File: src/rtl/fifo_stream.sv
// fifo_stream: synchronous valid/ready FIFO with first-word-fall-through output,
// live occupancy, almost-full/almost-empty hints, synchronous flush and a
// peak-occupancy watermark. The depth does not have to be a power of two.
module fifo_stream #(
    parameter int NUM_ENTRIES = 8,
    parameter int DATA_W      = 16,
    parameter int AFULL_TH    = NUM_ENTRIES - 2,
    parameter int AEMPTY_TH   = 1,
    localparam int CNT_W      = $clog2(NUM_ENTRIES + 1)
) (
    input  logic              clk_i,
    input  logic              rst_ni,
    input  logic              flush_i,
    input  logic              in_valid_i,
    output logic              in_ready_o,
    input  logic [DATA_W-1:0] in_data_i,
    output logic              out_valid_o,
    input  logic              out_ready_i,
    output logic [DATA_W-1:0] out_data_o,
    output logic [CNT_W-1:0]  count_o,
    output logic              almost_full_o,
    output logic              almost_empty_o,
    output logic [CNT_W-1:0]  max_count_o
);

    localparam int ADDR_W = (NUM_ENTRIES > 2) ? $clog2(NUM_ENTRIES) : 1;

    logic [DATA_W-1:0] mem [NUM_ENTRIES];
    logic [ADDR_W-1:0] wr_ptr;
    logic [ADDR_W-1:0] rd_ptr;
    logic [CNT_W-1:0]  count;
    logic [CNT_W-1:0]  count_next;
    logic [CNT_W-1:0]  max_count;
    logic              full;
    logic              empty;
    logic              push;
    logic              pop;

    // Pointers wrap explicitly at the last index so non power-of-two depths work.
    function automatic logic [ADDR_W-1:0] wrap_inc(input logic [ADDR_W-1:0] ptr);
        return (ptr == ADDR_W'(NUM_ENTRIES - 1)) ? '0 : ptr + ADDR_W'(1);
    endfunction

    // Handshakes are qualified only by registered occupancy, so a full FIFO
    // refuses a push even when a pop happens in the same cycle.
    assign full  = (count == CNT_W'(NUM_ENTRIES));
    assign empty = (count == '0);
    assign push  = in_valid_i && !full;
    assign pop   = out_ready_i && !empty;

    // Occupancy after this edge, ignoring flush; also feeds the watermark.
    always_comb begin
        count_next = count;
        case ({push, pop})
            2'b10:   count_next = count + CNT_W'(1);
            2'b01:   count_next = count - CNT_W'(1);
            default: count_next = count;
        endcase
    end

    // Control state: pointers, occupancy and watermark; flush beats everything.
    always_ff @(posedge clk_i or negedge rst_ni) begin
        if (!rst_ni) begin
            wr_ptr    <= '0;
            rd_ptr    <= '0;
            count     <= '0;
            max_count <= '0;
        end else if (flush_i) begin
            wr_ptr    <= '0;
            rd_ptr    <= '0;
            count     <= '0;
            max_count <= '0;
        end else begin
            if (push) begin
                wr_ptr <= wrap_inc(wr_ptr);
            end
            if (pop) begin
                rd_ptr <= wrap_inc(rd_ptr);
            end
            count <= count_next;
            if (count_next > max_count) begin
                max_count <= count_next;
            end
        end
    end

    // Storage is deliberately not reset; a flush cycle never writes it.
    always_ff @(posedge clk_i) begin
        if (push && !flush_i) begin
            mem[wr_ptr] <= in_data_i;
        end
    end

    assign in_ready_o     = !full;
    assign out_valid_o    = !empty;
    assign out_data_o     = mem[rd_ptr];
    assign count_o        = count;
    assign max_count_o    = max_count;
    assign almost_full_o  = (count >= CNT_W'(AFULL_TH));
    assign almost_empty_o = (count <= CNT_W'(AEMPTY_TH));

endmodule

File: config.mk
export PLATFORM = sky130hd
export DESIGN_NAME = fifo_stream
export DESIGN_NICKNAME = d
export VERILOG_FILES = /design/src/rtl/fifo_stream.sv
export SDC_FILE = /design/constraint.sdc
export NUM_CORES = 1
export LEC_CHECK = 0
export ABC_AREA = 1
export CORE_ASPECT_RATIO = 0.6
export CORE_MARGIN = 2
export CORE_UTILIZATION = 25
export DETAILED_ROUTE_END_ITERATION = 6
export GPL_TIMING_DRIVEN = 0
export HOLD_SLACK_MARGIN = 0.05
export PLACE_DENSITY = 0.5
export SYNTH_ARGS = -nofsm -noshare
export SYNTH_HDL_FRONTEND = slang
export SYNTH_SLANG_ARGS = --single-unit
File: constraint.sdc
create_clock -name clk_i -period 2.9 [get_ports clk_i]
set_input_delay 0.58 -clock clk_i [delete_from_list [all_inputs] [get_ports clk_i]]
set_output_delay 0.58 -clock clk_i [all_outputs]
set_load 0.02 [all_outputs]
After elaboration in Yosys (flattened, before gate mapping)
Memories as Yosys holds them, arrays and structs flattened.
Cells that the tools add are included.
{"block": "word_totals", "in_bits": 21, "n_memories": 1, "reg_bits": 14, "ram_bits": 128, "output_inout_bits": 28, "elab_cells": 39}
{"block": "classes", "add_sub_neg": 4, "muxes": 12, "eq_ne": 5, "n_lt_le_gt_ge": 3, "n_reduce_logical": 10}
{"name": "mem", "words": 8, "width": 16, "read_ports": 1, "rd_ports_with_merged_regs": 0, "write_ports": 1, "line": "28", "source": "logic [DATA_W-1:0] mem [NUM_ENTRIES];"}
{"cell": "$mux W3", "n": 6}
{"cell": "$mux W4", "n": 3}
{"cell": "$pmux W4 S2", "n": 1}
{"cell": "$add A3 B1 Y3 const B", "n": 2}
{"cell": "$eq A3 B3 Y1 const B", "n": 2}
{"cell": "$reduce_bool A2 Y1", "n": 3}
{"cell": "$add A4 B1 Y4 const B", "n": 1}
{"cell": "$eq A4 B4 Y1 const B", "n": 1}
{"cell": "$ge A4 B3 Y1 const B", "n": 1}
{"cell": "$gt A4 B4 Y1", "n": 1}
{"cell": "$le A4 B1 Y1 const B", "n": 1}
{"cell": "$logic_not A4 Y1", "n": 1}
{"cell": "$sub A4 B1 Y4 const B", "n": 1}
{"cell": "$logic_and A1 B1 Y1", "n": 3}
{"cell": "$logic_not A1 Y1", "n": 3}
{"cell": "$eq A2 B1 Y1 const B", "n": 1}
{"cell": "$eq A2 B2 Y1 const B", "n": 1}
{"cell": "$mux W1", "n": 2}

Logic depth before layout (Yosys ltp)
{"block": "depth", "word_depth": 8, "ltp_mapped": 22, "ltp_nobuf": 22}

Least setup slack after synthesis
Ideal clock, no wire load.
{"block": "synth_timing", "path_type": "register to register", "startpoint": "register count[0], in the netlist count_o[0]", "endpoint": "register max_count[2], in the netlist max_count_o[2]", "setup_time_ps": 126, "slack_ps": 42, "synth_period_minus_slack_ps": 2858, "stages_incl_launch_ff": 20, "arrival_time_ps": 2732, "path_buffers": 0, "required_time_ps": 2774, "path_cell_list": "dfrtp_1 inv_1 ha_1 nand2_1 nand2_1 inv_1 ha_1 inv_1 nand3_1 nand2_1 inv_1 ha_1 nand2_1 inv_1 nand2_1 nand2_1 o21ai_0 nand2_1 nand2_1 o21ai_0"}
{"block": "synth_via", "elab_chain_len": 7, "word_cells_on_any_way": 15, "classes_between": "add/sub (2); order compare (1); eq/ne (3); mux (3); reduce/logical (6)"}
{"item": "start: declaration", "line": "31", "source": "logic [CNT_W-1:0] count;"}
{"item": "start signal: assignment", "line": "80", "source": "count <= count_next;"}
{"item": "$logic_not A4 Y1 *", "line": "47", "source": "assign empty = (count == '0);"}
{"item": "$logic_not A1 Y1 *"}
{"item": "via out_valid_o", "line": "17", "source": "output logic out_valid_o,"}
{"item": "$logic_and A1 B1 Y1 *", "line": "49", "source": "assign pop = out_ready_i && !empty;"}
{"item": "$eq A2 B1 Y1 / $eq A2 B2 Y1 (equally long branches)", "line": "54", "source": "case ({push, pop})"}
{"item": "$pmux W4 S2 *", "line": "54"}
{"item": "$gt A4 B4 Y1 / $mux W4 (equally long branches)", "line": "81", "source": "if (count_next > max_count) begin"}
{"item": "$reduce_bool A2 Y1 (no line) / $mux W4 (equally long branches)"}
{"item": "end signal: assignment", "line": "82", "source": "max_count <= count_next;"}
{"item": "end: declaration", "line": "33", "source": "logic [CNT_W-1:0] max_count;"}
Mark *: on every way through the listed nets, which the timed path passes. The rest lies on a longest branch. The select of a mux whose other input is x is not followed.
A chain may end at the register's enable or synchronous reset.

Final worst setup path
{"block": "layout_timing", "startpoint": "register count[1], in the netlist count_o[1]", "endpoint": "register max_count[2], in the netlist max_count_o[2]"}
{"block": "layout_via", "elab_chain_len": 7, "word_cells_on_any_way": 15, "classes_between": "add/sub (2); order compare (1); eq/ne (3); mux (3); reduce/logical (6)"}
{"item": "$eq A4 B4 Y1 / $logic_not A4 Y1 (equally long branches)", "line": "46, 47"}
{"item": "$logic_not A1 Y1 (on tied branches)", "line": "48, 49"}
{"item": "$logic_and A1 B1 Y1 (on tied branches)", "line": "48, 49"}
{"item": "$eq A2 B1 Y1 / $eq A2 B2 Y1 (equally long branches)", "line": "54"}
{"item": "$pmux W4 S2 *", "line": "54"}
{"item": "$gt A4 B4 Y1 / $mux W4 (equally long branches)", "line": "81"}
{"item": "$reduce_bool A2 Y1 (no line) / $mux W4 (equally long branches)"}
Mark *: on every way between the ends. The rest lies on a longest branch, timed or not. The select of a mux whose other input is x is not followed.

==> results.cfg <==
[drt]
via_per_inst = 4.47
drt_iter0_markers = 273
dr.pass1.iters = 5
ant_nets = 0
drc = 0
wl_per_cell_um = 17.8
finalWirelength_um = 15600
vias = 3918

[yosys]
syn_area_mm2 = 0.00601
syn_inst = 468
synth_cell_types = 27
yosys_warnings = 0
synth-seq-area-share_pct = 69.8
synth-seq-cells = 142
syn_avg_cell_area_um2 = 12.8
syn-num-nets = 503

[place]
gp_congestion = 0.762
dpl.hpwl_um = 10700
dp_cells = 839
portBuffers = 48
post_dp_cell_area_mm2 = 0.00702

[critical_path]
crit_top_cell = nand2_1
critPathKind = reg2reg
cp_max_fo = 6
worstSetupStartpointType = register
cp.arrival_ns = 3.06
crit_required_ns = 3.21
crit_chain = inv_2 -> ha_4 -> nand2_1 -> nand2_2 -> inv_2 -> ha_4 -> inv_1 -> o21ai_0 -> nand2_1 -> nand2_1 -> nand2_1 -> inv_1 -> ha_1 -> nand2_1 -> inv_1 -> nand2_1 -> nand2_1 -> o21ai_0 -> nand2_1 -> nand2_1 -> o21ai_0
cpPeakStageDelay_ns = 0.42
cp_slowest_cell = dfrtp_2
endpoint_kind = register

[worst_hold_path]
hold_class = reg2reg

[global_routing]
grt_first_pass_wirelength_um = 23200
grt_pass1_vias = 3962
grtUsageTotal_pct = 12.8
antenna_found_initial = 0
grt_overflow = 0
grt_max_degree = 17

[clocking]
cts_buffers = 17
cts_buffer_depth = 2
root_buffer = clkbuf_16
h-tree-depth = 4
cts_hold_buf = 0
clock_latency_ns = 0.43
cts_tree = done
cts.reportedPaths.clkPinSlew_ns = 0.07
clock_sinks = 142

[sta]
fin_skew_ns = 0.0141
post-route-period-util_pct = 94.6
hold_slack_ns = 0.525
slew_headroom_pct = 58.7
setup_viol = 0
slew_violations = 0
finalHoldViolCount = 0
max_freq_ghz = 0.364
tightest_slew_ns = 0.617
min_period_ns = 2.74

[cells_and_area]
syn_to_final_growth_pct = 28.6
layout_common_cells = edfxtp_1, nand2_1, nor2_1, o21ai_0, o22ai_1
fin_nets = 584
finalNonFillerCells = 877
fin_util_pct = 33.1
fin_area_mm2 = 0.00773
antenna_cells = 0
post_route_cells_drive_above_1_share_pct = 16.4
fill_cells = 2296
final_common_cell = edfxtp_1

[power_and_ir_drop]
ir_drop_mv = 0.480
leakage_nw = 2.81
power_w = 0.00704
p_per_area_mw_per_mm2 = 911

[floorplanning]
die_h_um = 124
core_mm2 = 0.0233
io_pins = 49
die-area_mm2 = 0.0253
rows = 43
die_w_um = 204
initial_core_util_pct = 25.7

[flow_run]
maxCapViolCount = 0

[run_status]
outcome = completed
## flip-flops by register name (all words and copies together), names as in the netlist
name,cells
count_o,4
max_count_o,4
mem,128
rd_ptr,3
wr_ptr,3
## Yosys cell counts
cell	number	area, um^2
o211ai_1	2	15.0
buf_2	5	25.0
inv_2	1	3.75
nand3_2	1	10.0
buf_1	1	3.75
buf_12	2	40.0
inv_1	22	82.6
a21oi_1	3	15.0
nand4_1	2	12.5
o21ai_0	41	205
ha_1	14	175
buf_6	4	45.0
nand2_2	2	12.5
nor2_1	49	184
mux2i_1	32	320
nand3_1	9	45.0
o21ai_1	2	10.0
nor2_4	1	11.3
clkbuf_1	5	18.8
clkinv_1	1	3.75
dfrtp_1	14	350
nand3b_1	1	7.51
inv_4	1	6.26
nand2_1	89	334
o22ai_1	33	206
edfxtp_1	128	3840
buf_4	3	22.5
## layer usage
layer / part of all wire (%) / vias up / routed length, um / GRT usage, %
met5: 0 / - / 0 / 0
met4: 1.3 / 0 / 200 / 4.12
met3: 5.7 / 18 / 884 / 3.82
met2: 44 / 113 / 6800 / 19.3
met1: 50 / 1931 / 7740 / 17.7
li1: - / 1856 / - / -
## worst max-delay path, delay by kind of cell, from the launching register on
kind,cells,cell delay (ns)
buffers and inverters,5,0.35
AOI/OAI and AO/OA,3,0.36
DFF,1,0.42
and+or+nand+nor,10,0.95
adders and majority gates,3,0.55
## timing repair
item	CTS	global route
gates cloned	0	0
resized for setup	29	13
endpoints found under the hold margin	0	0
setup buffers	0	6
pin swaps	0	4
setup endpoints to repair	20	7
## through the flow
stage	setup TNS, ns	setup WS (ns)
2_1_floorplan	0	0.0420
3_3_place_gp	-45.63	-0.549
3_5_place_dp	-0.690	-0.189
4_1_cts	-0.0704	-0.0704
5_1_grt	-0.263	-0.0832
6_report	0	0.156
## worst paths after layout
kind	start	end	slack, ns	cells after the start
max	count_o[1]	max_count_o[2]	0.16	21
min	max_count_o[0]	max_count_o[0]	0.52	2
max reg2reg	count_o[1]	max_count_o[2]	0.16	21
min reg2reg	max_count_o[0]	max_count_o[0]	0.52	2
max in group asynchronous	rst_ni	count_o[1]	1.93	1
min in group asynchronous	rst_ni	max_count_o[3]	0.54	1
## area by class of cell
| class | instances | area [um^2] | area share [%] |
|---|---|---|---|
| Inverter | 25 | 97.6 | 1.26 |
| Timing Repair Buffer | 62 | 634 | 8.21 |
| Buffer | 20 | 170 | 2.20 |
| Clock inverter | 9 | 65.1 | 0.842 |
| Tap cell | 315 | 394 | 5.10 |
| Clock buffer | 23 | 543 | 7.03 |
| Sequential cell | 142 | 4200 | 54.3 |
| Multi-Input combinational cell | 281 | 1630 | 21.0 |
## report_power, final
part / switching [W] / total (W) / internal, W
Sequential: 0.0000666 / 0.00241 / 0.00235
Combinational: 0.00150 / 0.00244 / 0.000941
Clock: 0.000863 / 0.00219 / 0.00133
Total: 0.00243 / 0.00704 / 0.00462
## logic make-up after synthesis
kind of cell,Yosys count,share of synthesized area (%)
buf+inv,45,4.18
fa+ha+maj,14,2.91
mux,32,5.33
compound gates,81,7.52
simple gates,154,10.3
flops,142,69.8
No activity file was read; power rests on OpenSTA's default activity.
